==> config.mk <==
export PLATFORM = sky130hd
export DESIGN_NAME = id_ex_stage
export DESIGN_NICKNAME = d
export VERILOG_FILES = /design/src/rtl/id_ex_stage_pkg.sv /design/src/rtl/id_ex_stage_fwd_mux.sv /design/src/rtl/id_ex_stage.sv
export SDC_FILE = /design/constraint.sdc
export NUM_CORES = 1
export LEC_CHECK = 0
export BUFFER_PORTS_ARGS = -buffer_cell sky130_fd_sc_hd__clkbuf_2
export CELL_PAD_IN_SITES_DETAIL_PLACEMENT = 0
export CELL_PAD_IN_SITES_GLOBAL_PLACEMENT = 1
export CORE_UTILIZATION = 32
export DETAILED_ROUTE_END_ITERATION = 16
export PLACE_DENSITY_LB_ADDON = 0.1
export SLEW_MARGIN = 20
export SYNTH_ARGS = -nofsm -noshare
export SYNTH_HDL_FRONTEND = slang
export SYNTH_SLANG_ARGS = --single-unit
==> constraint.sdc <==
create_clock -name clk -period 1.9 [get_ports clk]
set_clock_uncertainty 0.05 [all_clocks]
set_input_delay 0.095 -clock clk [delete_from_list [all_inputs] [get_ports clk]]
set_output_delay 0.095 -clock clk [all_outputs]
set_load 0.03 [all_outputs]
==> src/rtl/id_ex_stage_pkg.sv <==
// Shared constants for the ID/EX stage: ALU select codes, default widths
// and the per-operand forwarding source encoding.
package id_ex_stage_pkg;

  localparam int DATA_W_DEF = 32;
  localparam int REG_AW_DEF = 5;

  localparam logic [2:0] ALU_ADD  = 3'b000;
  localparam logic [2:0] ALU_SUB  = 3'b010;
  localparam logic [2:0] ALU_AND  = 3'b011;
  localparam logic [2:0] ALU_OR   = 3'b100;
  localparam logic [2:0] ALU_SLL  = 3'b101;
  localparam logic [2:0] ALU_SLLV = 3'b110;
  localparam logic [2:0] ALU_SRAV = 3'b111;

  typedef enum logic [1:0] {
    FWD_NONE  = 2'b00,
    FWD_MEMWB = 2'b01,
    FWD_EXMEM = 2'b10
  } fwd_sel_e;

endpackage

==> src/rtl/id_ex_stage_fwd_mux.sv <==
// Per-operand forwarding select: the younger EX/MEM result beats MEM/WB,
// and register 0 is never forwarded.
module fwd_mux
  import id_ex_stage_pkg::*;
#(
  parameter int DATA_W = DATA_W_DEF,
  parameter int REG_AW = REG_AW_DEF
) (
  input  logic [REG_AW-1:0] src,
  input  logic [DATA_W-1:0] stored,
  input  logic              exmem_reg_write,
  input  logic [REG_AW-1:0] exmem_rd,
  input  logic [DATA_W-1:0] exmem_alu_out,
  input  logic              memwb_reg_write,
  input  logic [REG_AW-1:0] memwb_rd,
  input  logic [DATA_W-1:0] memwb_wdata,
  output logic [DATA_W-1:0] data
);

  fwd_sel_e sel_s;

  // pick the forwarding source for this operand
  always_comb begin
    sel_s = FWD_NONE;
    if (exmem_reg_write && (exmem_rd != {REG_AW{1'b0}}) && (exmem_rd == src)) begin
      sel_s = FWD_EXMEM;
    end else if (memwb_reg_write && (memwb_rd != {REG_AW{1'b0}}) && (memwb_rd == src)) begin
      sel_s = FWD_MEMWB;
    end else begin
      sel_s = FWD_NONE;
    end
  end

  // route the selected source onto the operand
  always_comb begin
    data = stored;
    case (sel_s)
      FWD_EXMEM: data = exmem_alu_out;
      FWD_MEMWB: data = memwb_wdata;
      default:   data = stored;
    endcase
  end

endmodule

==> src/rtl/id_ex_stage.sv <==
// ID/EX pipeline register with EX operand selection, forwarding and
// load-use hazard detection, feeding the ALU.
module id_ex_stage
  import id_ex_stage_pkg::*;
#(
  parameter int DATA_W = DATA_W_DEF,
  parameter int REG_AW = REG_AW_DEF
) (
  input  logic              clk,
  input  logic              rst_n,
  input  logic              id_valid,
  input  logic [DATA_W-1:0] id_rs_data,
  input  logic [DATA_W-1:0] id_rt_data,
  input  logic [DATA_W-1:0] id_imm,
  input  logic [REG_AW-1:0] id_rs,
  input  logic [REG_AW-1:0] id_rt,
  input  logic [REG_AW-1:0] id_rd,
  input  logic [4:0]        id_shamt,
  input  logic [2:0]        id_alu_sel,
  input  logic              id_alu_src,
  input  logic              id_reg_dst,
  input  logic              id_reg_write,
  input  logic              id_mem_read,
  input  logic              id_mem_write,
  input  logic              id_mem_to_reg,
  input  logic              stall,
  input  logic              flush,
  input  logic              exmem_reg_write,
  input  logic [REG_AW-1:0] exmem_rd,
  input  logic [DATA_W-1:0] exmem_alu_out,
  input  logic              memwb_reg_write,
  input  logic [REG_AW-1:0] memwb_rd,
  input  logic [DATA_W-1:0] memwb_wdata,
  output logic              ex_valid,
  output logic [DATA_W-1:0] ex_alu_in1,
  output logic [DATA_W-1:0] ex_alu_in2,
  output logic [2:0]        ex_alu_sel,
  output logic [4:0]        ex_shamt,
  output logic [DATA_W-1:0] ex_store_data,
  output logic [REG_AW-1:0] ex_write_reg,
  output logic              ex_reg_write,
  output logic              ex_mem_read,
  output logic              ex_mem_write,
  output logic              ex_mem_to_reg,
  output logic              load_use_stall
);

  typedef struct packed {
    logic              valid;
    logic [REG_AW-1:0] rs;
    logic [REG_AW-1:0] rt;
    logic [REG_AW-1:0] write_reg;
    logic [DATA_W-1:0] rs_data;
    logic [DATA_W-1:0] rt_data;
    logic [DATA_W-1:0] imm;
    logic [4:0]        shamt;
    logic [2:0]        alu_sel;
    logic              alu_src;
    logic              reg_write;
    logic              mem_read;
    logic              mem_write;
    logic              mem_to_reg;
  } stage_t;

  stage_t            stage_r;
  stage_t            stage_nxt_s;
  stage_t            load_s;
  logic [DATA_W-1:0] fwd_rs_s;
  logic [DATA_W-1:0] fwd_rt_s;

  assign load_use_stall = stage_r.valid && stage_r.mem_read &&
                          (stage_r.write_reg != {REG_AW{1'b0}}) &&
                          ((stage_r.write_reg == id_rs) || (stage_r.write_reg == id_rt)) &&
                          id_valid;

  // assemble the ID fields; the register file is not write-through, so the
  // value being written back this cycle is bypassed into the capture
  always_comb begin
    load_s            = '0;
    load_s.valid      = 1'b1;
    load_s.rs         = id_rs;
    load_s.rt         = id_rt;
    load_s.imm        = id_imm;
    load_s.shamt      = id_shamt;
    load_s.alu_sel    = id_alu_sel;
    load_s.alu_src    = id_alu_src;
    load_s.reg_write  = id_reg_write;
    load_s.mem_read   = id_mem_read;
    load_s.mem_write  = id_mem_write;
    load_s.mem_to_reg = id_mem_to_reg;
    if (id_reg_dst) load_s.write_reg = id_rd;
    else            load_s.write_reg = id_rt;
    if (memwb_reg_write && (memwb_rd != {REG_AW{1'b0}}) && (memwb_rd == id_rs)) load_s.rs_data = memwb_wdata;
    else                                                                       load_s.rs_data = id_rs_data;
    if (memwb_reg_write && (memwb_rd != {REG_AW{1'b0}}) && (memwb_rd == id_rt)) load_s.rt_data = memwb_wdata;
    else                                                                       load_s.rt_data = id_rt_data;
  end

  // next-state priority: flush, then stall, then bubble, then load
  always_comb begin
    stage_nxt_s = stage_r;
    if (flush) begin
      stage_nxt_s = '0;
    end else if (stall) begin
      stage_nxt_s = stage_r;
    end else if (load_use_stall || !id_valid) begin
      stage_nxt_s = '0;
    end else begin
      stage_nxt_s = load_s;
    end
  end

  // stage register
  always_ff @(posedge clk or negedge rst_n) begin
    if (!rst_n) stage_r <= '0;
    else        stage_r <= stage_nxt_s;
  end

  fwd_mux #(.DATA_W(DATA_W), .REG_AW(REG_AW)) u_fwd_rs (
    .src(stage_r.rs), .stored(stage_r.rs_data),
    .exmem_reg_write(exmem_reg_write), .exmem_rd(exmem_rd), .exmem_alu_out(exmem_alu_out),
    .memwb_reg_write(memwb_reg_write), .memwb_rd(memwb_rd), .memwb_wdata(memwb_wdata),
    .data(fwd_rs_s)
  );

  fwd_mux #(.DATA_W(DATA_W), .REG_AW(REG_AW)) u_fwd_rt (
    .src(stage_r.rt), .stored(stage_r.rt_data),
    .exmem_reg_write(exmem_reg_write), .exmem_rd(exmem_rd), .exmem_alu_out(exmem_alu_out),
    .memwb_reg_write(memwb_reg_write), .memwb_rd(memwb_rd), .memwb_wdata(memwb_wdata),
    .data(fwd_rt_s)
  );

  // operand 2 is the immediate or the forwarded rt value
  always_comb begin
    if (stage_r.alu_src) ex_alu_in2 = stage_r.imm;
    else                 ex_alu_in2 = fwd_rt_s;
  end

  assign ex_valid      = stage_r.valid;
  assign ex_alu_in1    = fwd_rs_s;
  assign ex_store_data = fwd_rt_s;
  assign ex_alu_sel    = stage_r.alu_sel;
  assign ex_shamt      = stage_r.shamt;
  assign ex_write_reg  = stage_r.write_reg;
  assign ex_reg_write  = stage_r.reg_write;
  assign ex_mem_read   = stage_r.mem_read;
  assign ex_mem_write  = stage_r.mem_write;
  assign ex_mem_to_reg = stage_r.mem_to_reg;

endmodule

==> Implementation_results.wiki <==
{| class="wikitable"
! Metric !! Value
|-
| Detailed-placement wirelength estimate || 20560 um
|-
| Share of power burned in the clock network || 0.390
|-
| First-pass GRT wire length || 48910 um
|-
| Total detailed-routing wirelength || 32560 um
|-
| Post-synth top area cell || dfrtp_1
|-
| Number of ports placed on the die boundary || about 320
|-
| Tcrit/Tclk final || 1.374
|-
| Max Clk Rate || ~0.38 GHz
|-
| DR iter-0 viols || 454
|-
| MaxCap Viol Count || 0
|-
| Seq. cell area || approximately 3100 um2
|-
| Primary FF master, synth || dfrtp_1
|-
| Main combinational cell family by area after synthesis || compound AO/OA/AOI/OAI gates
|-
| Worst Path Max Fanout || 16
|-
| Die X || roughly 160 um
|-
| Area of the die || about 25000 um2
|-
| Fraction of layout cells with a size suffix above 1 || 0.4819
|-
| Initial cell density of the core || 0.3290
|-
| Internal power || just under 6 mW
|-
| Worst vdd ir || 0.4594 mV
|-
| GRT Residual Overflow || 0
|-
| Final design utilization || 0.6044
|-
| Post-Syn Area || 7769 um2
|-
| CTS clock-pin slew for the worst setup and hold paths || 0.06 ns
|-
| Count of mapped cells out of synthesis || 834
|-
| Commonest non-fill, non-tap cell in the layout || clkbuf_2
|-
| Max_slew headroom || 0.6622
|-
| Synthesis-to-layout area growth || 83.72%
|-
| Via count of the first global-routing pass || between 8000 and 9000
|-
| Sequential power share || 0.339
|-
| Most frequent cells in the layout || 223 x clkbuf_2, 158 x dlygate4sd3_1, 123 x dfrtp_1
|-
| Cell Count Post-Placement || between 1000 and 1500
|-
| Number of register bits inferred by synthesis || 125
|-
| Share of cell area taken by muxes after synthesis || 0.1714
|-
| CTS Root Buffer Type || clkbuf_16
|-
| Number of hold violations in the final report || 0
|-
| Flip-flop count of the largest register after layout || ~110
|-
| GRT Total Usage || 0.2607
|-
| Power Density || 587.4 nW/um2
|-
| Category of the worst setup path capture point || primary output
|-
| Final antenna-violating net count || 0
|-
| Fill cells || between 2000 and 2500
|-
| Final routed wire length divided by cell count || 19.42 um
|-
| Vias per cell || 4.967
|-
| Total power || 8.383 mW
|-
| Clock net sink count || 125
|-
| Share of total power consumed by net switching || 0.3056
|-
| Adder-cell share of the synthesized area || 0
|-
| Routed vias || around 8300
|-
| Worst Setup Slack, final || -0.7105 ns
|-
| Number of CTS-inserted buffers || 17
|-
| Post-synthesis share of cell area spent on xor and xnor gates || 0.04510
|-
| Number of standard cells in the final layout excluding fillers || around 1700
|-
| Pin count of the biggest net entering global routing || 61
|-
| Kind of path behind the tightest hold check || input port to register
|-
| Number of unique standard cell types used by synthesis || 31
|-
| Area after DPL || 10420 um2
|-
| Number of slew-limit violations in the final report || 0
|-
| Number of enable flip-flop cells after synthesis || 0
|-
| Antenna violations before repair || 2
|-
| Design Area, Final || 14270 um2
|-
| Placeable core region || about 24000 um2
|-
| CTS tree || yes
|-
| Data required time of the worst path || roughly 1.8 ns
|-
| Setup violations, final || 222
|-
| Multi-input combinational cell area || 5022 um2
|-
| Area share of the largest cell type after synthesis || 0.4026
|-
| Area fraction in and, or, nand and nor cells after synthesis || 0.1055
|-
| Setup Slack @ Placement || -0.5147 ns
|-
| Arrival time at the worst endpoint || approximately 2.5 ns
|-
| Sort of element at the start of the critical path || register
|-
| Fraction of the mapped netlist area in compound gates || 0.2016
|-
| Number of nets in the final layout || 1551
|-
| Failing checks || negative setup slack
|-
| Async set-or-reset flop fraction in the synthesized netlist || 1.000
|-
| Drc violations || 0
|-
| Top cells by area in the synthesized netlist || dfrtp_1 40%, mux2i_1 17%, o21ai_0 6.5%
|-
| Syn_nets || 1040
|-
| Critical path type || register to primary output
|-
| Routability congestion estimate from global placement || 0.7755
|-
| Maximum clock path buffer count || 2
|-
| Placement Rows || 56
|-
| Worst-skew pair later-pin latency || 0.42 ns
|-
| Unrepaired setup endpoints after global routing || true
|-
| Share of the yosys chip area belonging to registers || 0.4026
|-
| Vertical extent of the die || between 150 and 200 um
|-
| Slew at the pin closest to its max-slew limit || 0.5028 ns
|-
| Combinational share of power || 0.271
|-
| Final min period || 2.610 ns
|-
| Synthesis warning total || 0
|-
| PortBufs || 320
|-
| P_leak || about 6.5 nW
|-
| Total net switching power || 2.562 mW
|-
| H-tree lvl count || 4
|-
| Average instance area after synthesis || 9.315 um2
|-
| Status || finished, violations left
|-
| Router iterations before antenna repair || 4
|}
worst paths after layout:
kind,endpoint,depth (start not counted),from,slack (ns)
min reg2reg,stage_r[105],2,stage_r[105],0.43
max,ex_alu_in2[31],6,stage_r[117],-0.71
min in group asynchronous,stage_r[54],2,rst_n,0.14
min,stage_r[68],3,memwb_wdata[23],0.03
max in group asynchronous,ex_write_reg[4],3,rst_n,0.96
max reg2reg,stage_r[81],8,ex_write_reg[2],-0.25
logic make-up (layout without fill, tap and decap cells):
kind of cell,after synthesis,in the layout
XOR/XNOR,40,40
AO/OA/AOI/OAI,227,227
other,0,1
AND/OR/NAND/NOR,190,190
multiplexers,133,133
flip-flops,125,125
buffers and inverters,119,642
layer usage:
layer  vias to the layer above  GRT usage  part of all wire
li1                       4023          -                 -
met1                      4017     0.3349              0.44
met2                       256     0.4487              0.50
met3                        32    0.04900             0.053
met4                         2    0.06241             0.011
met5                         -          0           0.00040
power by group through the flow:
stage | registers [mW] | clock network, mW | logic [mW]
2_1_floorplan | 2.87 | 0 | 0.893
3_3_place_gp | 2.88 | 0 | 1.63
3_5_place_dp | 2.88 | 0 | 1.63
4_1_cts | 2.83 | 3.34 | 2.16
5_1_grt | 2.86 | 3.45 | 2.42
6_report | 2.85 | 3.27 | 2.27
critical path: stages, from the launching register on:
cell and delay (ns):
dfrtp_1 0.39, xor2_1 0.16, or4_4 0.58, buf_12 0.21, mux2i_1 0.18, a221oi_2 0.30, clkbuf_8 0.22
metrics by stage:
stage	TNS [ns]	hold slack [ns]
after floorplan	-16.60	-0.2506
after global routing	-94.45	0.03481
after CTS	-85.12	0.002484
final	-74.19	0.03452
after detailed placement	-34.55	0.02203
after global placement	-31.49	0.02786
final cells by class:
class / count / share of cell area
clock inverters: 13 / 0.01008
multi-input cells: 590 / 0.3519
clock buffers: 18 / 0.03077
flip-flops and latches: 125 / 0.2195
well taps: 319 / 0.02797
diodes: 1 / 0.0001753
repair buffers: 578 / 0.3509
inverters: 33 / 0.008679
Yosys cell counts (5+ instances only):
cell type / number
a22o_1: 55
dfrtp_1: 125
buf_2: 14
clkbuf_1: 47
inv_1: 33
buf_1: 7
a221oi_1: 19
xor2_1: 26
buf_4: 14
nand3_1: 5
nor3_1: 38
nor2_1: 35
a21oi_1: 32
a221oi_2: 13
mux2i_1: 133
o21ai_0: 101
xnor2_1: 14
nand2_1: 103
what timing repair did:
action	CTS	global route
endpoints found under the hold margin	170	0
cloned	12	4
setup endpoints to repair	221	222
pin swaps	58	34
buffers inserted	12	14
hold buffers	158	0
gates resized for setup	244	238
Note: power is estimated with default switching activity, not from simulation.
